**src/rtl/gen_clk_multi.sv**
```systemverilog
// rtl/gen_clk_multi.sv - multi-channel programmable clock/tick generator
module gen_clk_multi #(
  parameter int NCH        = 4,
  parameter int CW         = 32,
  parameter int SW         = 2,
  parameter int DEF_PERIOD = 25000000,
  parameter int DEF_HIGH   = 12500000
) (
  input  logic           iclk,
  input  logic           rst,
  input  logic [NCH-1:0] en,
  input  logic           wr_en,
  input  logic [SW-1:0]  wr_sel,
  input  logic [CW-1:0]  wr_period,
  input  logic [CW-1:0]  wr_high,
  output logic [NCH-1:0] oclk,
  output logic [NCH-1:0] otick,
  output logic [NCH-1:0] pend
);

  typedef enum logic {ST_IDLE, ST_RUN} state_t;

  // A period below 2 cannot produce both a tick and a distinct phase, so it is raised to 2.
  localparam logic [CW-1:0] DEF_P = (DEF_PERIOD < 2) ? CW'(2) : CW'(DEF_PERIOD);
  localparam logic [CW-1:0] DEF_H = CW'(DEF_HIGH);

  function automatic logic [CW-1:0] clamp_p(input logic [CW-1:0] p);
    return (p < CW'(2)) ? CW'(2) : p;
  endfunction

  state_t        state_q  [NCH];
  state_t        state_d  [NCH];
  logic [CW-1:0] cnt_q    [NCH];
  logic [CW-1:0] cnt_d    [NCH];
  logic [CW-1:0] period_q [NCH];
  logic [CW-1:0] period_d [NCH];
  logic [CW-1:0] high_q   [NCH];
  logic [CW-1:0] high_d   [NCH];
  logic [CW-1:0] pper_q   [NCH];
  logic [CW-1:0] pper_d   [NCH];
  logic [CW-1:0] phigh_q  [NCH];
  logic [CW-1:0] phigh_d  [NCH];
  logic [CW-1:0] cnt_nxt  [NCH];
  logic [NCH-1:0] oclk_q, oclk_d;
  logic [NCH-1:0] otick_q, otick_d;
  logic [NCH-1:0] pend_q, pend_d;
  logic [NCH-1:0] wr_hit;
  logic [NCH-1:0] wrap;

  // Decode the write target and the free-running counter successor for each channel.
  always_comb begin
    for (int c = 0; c < NCH; c++) begin
      wr_hit[c]  = wr_en && (int'(wr_sel) == c);
      wrap[c]    = (cnt_q[c] == period_q[c] - CW'(1));
      cnt_nxt[c] = wrap[c] ? '0 : cnt_q[c] + CW'(1);
    end
  end

  // Per-channel next-state: run/idle control, boundary-aligned parameter update.
  always_comb begin
    for (int c = 0; c < NCH; c++) begin
      state_d[c]  = state_q[c];
      cnt_d[c]    = cnt_q[c];
      period_d[c] = period_q[c];
      high_d[c]   = high_q[c];
      pper_d[c]   = pper_q[c];
      phigh_d[c]  = phigh_q[c];
      oclk_d[c]   = 1'b0;
      otick_d[c]  = 1'b0;
      pend_d[c]   = pend_q[c];
      case (state_q[c])
        ST_IDLE: begin
          cnt_d[c] = '0;
          if (wr_hit[c]) begin
            period_d[c] = clamp_p(wr_period);
            high_d[c]   = wr_high;
          end
          if (en[c]) begin
            state_d[c] = ST_RUN;
            oclk_d[c]  = (wr_hit[c] ? wr_high : high_q[c]) != '0;
            otick_d[c] = 1'b1;
          end
        end
        default: begin
          if (!en[c]) begin
            // Abandon the period; a freshest write beats an older pending one.
            state_d[c] = ST_IDLE;
            cnt_d[c]   = '0;
            pend_d[c]  = 1'b0;
            if (wr_hit[c]) begin
              period_d[c] = clamp_p(wr_period);
              high_d[c]   = wr_high;
            end else if (pend_q[c]) begin
              period_d[c] = clamp_p(pper_q[c]);
              high_d[c]   = phigh_q[c];
            end
          end else begin
            cnt_d[c]   = cnt_nxt[c];
            otick_d[c] = wrap[c];
            if (wrap[c] && pend_q[c]) begin
              period_d[c] = clamp_p(pper_q[c]);
              high_d[c]   = phigh_q[c];
              pend_d[c]   = 1'b0;
              oclk_d[c]   = phigh_q[c] != '0;
            end else begin
              oclk_d[c]   = cnt_nxt[c] < high_q[c];
            end
            if (wr_hit[c]) begin
              pper_d[c]  = wr_period;
              phigh_d[c] = wr_high;
              pend_d[c]  = 1'b1;
            end
          end
        end
      endcase
    end
  end

  // State registers with synchronous reset to the default waveform.
  always_ff @(posedge iclk) begin
    if (rst) begin
      for (int c = 0; c < NCH; c++) begin
        state_q[c]  <= ST_IDLE;
        cnt_q[c]    <= '0;
        period_q[c] <= DEF_P;
        high_q[c]   <= DEF_H;
        pper_q[c]   <= '0;
        phigh_q[c]  <= '0;
      end
      oclk_q  <= '0;
      otick_q <= '0;
      pend_q  <= '0;
    end else begin
      for (int c = 0; c < NCH; c++) begin
        state_q[c]  <= state_d[c];
        cnt_q[c]    <= cnt_d[c];
        period_q[c] <= period_d[c];
        high_q[c]   <= high_d[c];
        pper_q[c]   <= pper_d[c];
        phigh_q[c]  <= phigh_d[c];
      end
      oclk_q  <= oclk_d;
      otick_q <= otick_d;
      pend_q  <= pend_d;
    end
  end

  assign oclk  = oclk_q;
  assign otick = otick_q;
  assign pend  = pend_q;

endmodule

```
**config.mk**
```make
export PLATFORM = sky130hd
export DESIGN_NAME = gen_clk_multi
export DESIGN_NICKNAME = d
export VERILOG_FILES = /design/src/rtl/gen_clk_multi.sv
export SDC_FILE = /design/constraint.sdc
export NUM_CORES = 2
export LEC_CHECK = 0
export ABC_AREA = 1
export BUFFER_PORTS_ARGS = -buffer_cell sky130_fd_sc_hd__buf_2
export CORE_MARGIN = 3
export CORE_UTILIZATION = 51
export DETAILED_ROUTE_END_ITERATION = 16
export MAX_ROUTING_LAYER = met4
export PLACE_DENSITY = 0.67
export SYNTH_ARGS = -nofsm -noshare
export SYNTH_HDL_FRONTEND = slang
export SYNTH_SLANG_ARGS = --single-unit
```
**constraint.sdc**
```tcl
create_clock -name iclk -period 10 [get_ports iclk]
set_input_delay 2 -clock iclk [delete_from_list [all_inputs] [get_ports iclk]]
set_output_delay 2 -clock iclk [all_outputs]
set_load 0.02 [all_outputs]
```
==> flow_metrics.py <==
metrics = {
    "run_status": {
        "status": "finished, final reports clean",
    },
    "drt": {
        "drc": 0,
        "drt_iter0_markers": 4674,
        "ant_nets": 0,
        "routedWlPerCell_um": 21.38,
        "vias_per_cell": 5.968,
        "first_pass_iters": 9,
        "drt_wl_total_um": 147300,
        "vias": 41122,
    },
    "synthesis": {
        "yosysSeqAreaShare": 0.3334,
        "synth_edf_count": 0,
        "synth_area_leader_cell": "dfxtp_1",
        "synth.avg_cell_area_um2": 6.681,
        "synth_compound_area_frac": 0.2193,
        "ys_ff_latch": 656,
        "synth_top_family_by_area": "simple AND/OR/NAND/NOR gates",
        "synth_top_area_frac": 0.3334,
        "synth.area.top_cells": "dfxtp_1 33%, nand2_1 9.4%, o21ai_0 8.7%",
        "async_reset_ff_frac": 0,
        "yosysWarnings": 0,
        "synth_fp_nets": 6101,
        "synth_cells": 5896,
        "synth-adder-area-share": 0.04193,
        "synth_xor_area_frac": 0.05203,
        "synth_area_mm2": 0.03939,
        "synthSimpleGateAreaFrac": 0.2581,
        "ys.flop_type": "dfxtp_1",
        "ys_types": 62,
        "muxShareOfSynthArea": 0,
    },
    "worst_hold_path": {
        "hp-class": "reg -> reg",
    },
    "worst_setup_path": {
        "reg2reg_depth": 17,
        "start_kind": "input port",
        "cp.arrival_ps": 5480,
        "reg2reg_to": "high_q[1][19]",
        "cp-end-kind": "flop",
        "r2r_slack_ps": 5110,
        "endpoint": "period_q[3][0]",
        "startpoint": "wr_sel[0]",
        "critPathKind": "in -> reg",
        "crit_required_ps": 10570,
        "r2r-start": "period_q[1][6]",
        "path_max_fanout": 65,
    },
    "die": {
        "die_x_um": 283.9,
        "die-area_mm2": 0.08061,
        "ioPinCount": 85,
        "rows": 101,
        "core-area_mm2": 0.07620,
        "initial_core_util": 0.5169,
        "die_y_um": 283.9,
    },
    "cts": {
        "cts.sinks": 656,
        "cts_tree": "yes",
        "cts_made_buffers": 76,
        "cts-hold-fix-buffers": 0,
        "cts_root_buf": "clkbuf_16",
        "clk_latency_ps": 650,
        "cts_buffer_depth": 3,
        "clk_pin_slew_worst_paths_ps": 60,
        "cts_resized": 0,
        "ctsHtreeMaxLevel": 3,
        "post-cts-setup-buffer-count": 0,
    },
    "layout": {
        "seq_area_mm2": 0.01313,
        "final_area_mm2": 0.04294,
        "syn_to_final_growth_pct": 9.011,
        "drive_gt1_frac": 0.06043,
        "multi_input_comb_area_mm2": 0.02258,
        "fill_cells": 7637,
        "final_nets": 6001,
    },
    "sta": {
        "hold_viol": 0,
        "period_needed_ps": 4913,
        "clock.fmax_mhz": 203.5,
        "drv_slew": 0,
        "finalSetupViolations": 0,
        "clock-skew-final_ps": 30.11,
        "setup_tns_ps": 0,
        "rsz0062_at_grt": "no",
        "slew_headroom": 0.2289,
        "worst_pin_slew_ps": 1154,
        "fin_crit_sh": 0.4913,
    },
    "place": {
        "place_area_mm2": 0.04025,
        "dp_hpwl_um": 108300,
        "port_buffers": 84,
        "place_congestion": 1.036,
    },
    "power": {
        "p_leak_nw": 17.55,
        "ir_drop_uv": 104.1,
        "power_density_mw_per_mm2": 158.2,
    },
    "grt": {
        "grt_pass1_vias": 36987,
        "grt_usage": 0.3603,
        "grt_overflow_total": 0,
        "antenna_found_initial": 4,
        "grt_pass1_wl_um": 221400,
        "grt_max_degree": 223,
    },
    "job": {
        "maxCapViolCount": 0,
    },
}
[synth_stat cells, drive strengths merged, types with 8 or more instances]
cell / instances
nand2: 1000
o21ai: 730
nor2: 685
dfxtp: 656
inv: 649
a21oi: 547
clkbuf: 244
nand3: 208
nor3: 178
xor2: 148
ha: 132
nand4: 120
nor4: 96
xnor2: 86
a211oi: 67
buf: 62
o22ai: 55
o211ai: 45
o221ai: 27
nand3b: 24
a22oi: 21
a31oi: 18
o21bai: 14
o21a: 12
o311ai: 12
clkinv: 9
or2: 8
[metal layers]
metal  track usage  share of wire  vias to the layer above  wire length [um]
met2        0.5610           0.45                     1993             65740
met4        0.1711          0.055                        0              8139
met5             -              0                        -                 0
met1        0.4587           0.41                    19009             60490
li1              -              -                    19697                 -
met3       0.05550          0.088                      423             12960
[placed cells by master, fill, tap and decap left out, types with 45 or more instances in the layout]
cell / instances
nor4_1: 94
inv_1: 628
dfxtp_1: 656
nand3_1: 203
nor2_1: 655
a21oi_1: 547
o21ai_0: 687
nor3_1: 171
ha_1: 132
nand2_1: 988
nand4_1: 120
o22ai_1: 55
o211ai_1: 45
xnor2_1: 86
xor2_1: 148
a211oi_1: 61
clkbuf_16: 77
buf_2: 83
[registers in the layout (all words and copies together), names as in the netlist]
name,flops
oclk,4
high_q,128
state_q,4
cnt_q,128
phigh_q,128
pend,4
period_q,128
pper_q,128
otick,4
[report_power, final]
| group | internal [W] | switching (W) | total [W] | leakage [nW] |
|---|---|---|---|---|
| clock network | 0.00178 | 0.00121 | 0.00299 | 1.31 |
| registers | 0.00272 | 0.000117 | 0.00283 | 5.34 |
| logic | 0.000285 | 0.000681 | 0.000967 | 10.9 |
[layout make-up]
class,count,share of cell area
inverter,658,0.05778
tap,1030,0.03001
timing repair buffer,128,0.01792
antenna,2,0.0001166
sequential,656,0.3058
clock buffer,110,0.05219
multi-input combinational,4276,0.5258
clock inverter,30,0.01037
[worst max-delay path, stage by stage]
cell     delay, ps
buf_2          100
inv_1          120
nor3_2          60
buf_4          310
inv_1          270
nor2_2          60
nor2_1         760
inv_2          510
nor2_1         300
buf_4          350
inv_1          100
o22ai_1        150
o21ai_0        130
a21oi_1        170
[cells by family (layout without fill, tap and decap cells)]
| group | Yosys count | count (layout) |
|---|---|---|
| xor+xnor | 234 | 234 |
| other cells | 0 | 2 |
| fa+ha+maj | 132 | 132 |
| compound gates | 1572 | 1572 |
| flops | 656 | 656 |
| simple gates | 2338 | 2338 |
| buf+inv | 964 | 926 |
[worst min-delay path by stage]
stage          cells past startpoint      endpoint          from
5_1_grt                            2  pper_q[2][0]  pper_q[2][0]
3_3_place_gp                       2  pper_q[0][0]  pper_q[0][0]
4_1_cts                            2  pper_q[0][0]  pper_q[0][0]
6_report                           2  pper_q[0][0]  pper_q[0][0]
2_1_floorplan                      2  pper_q[0][0]  pper_q[0][0]
3_5_place_dp                       2  pper_q[0][0]  pper_q[0][0]
[stage by stage]
stage               power [W]    util  hold WS [ps]  instances  setup WS (ps)
CTS                  0.006780  0.5634         453.2       6888           5192
global route         0.007019  0.5635         478.9       6890           4602
floorplan            0.003488       -         429.7       5896           6202
global placement     0.003810  0.5282         442.2       6748           4647
detailed placement   0.003822  0.5282         444.1       6748           4591
finish               0.006792  0.5635         455.8       6890           5087
Power figures use the tool's default switching activity.
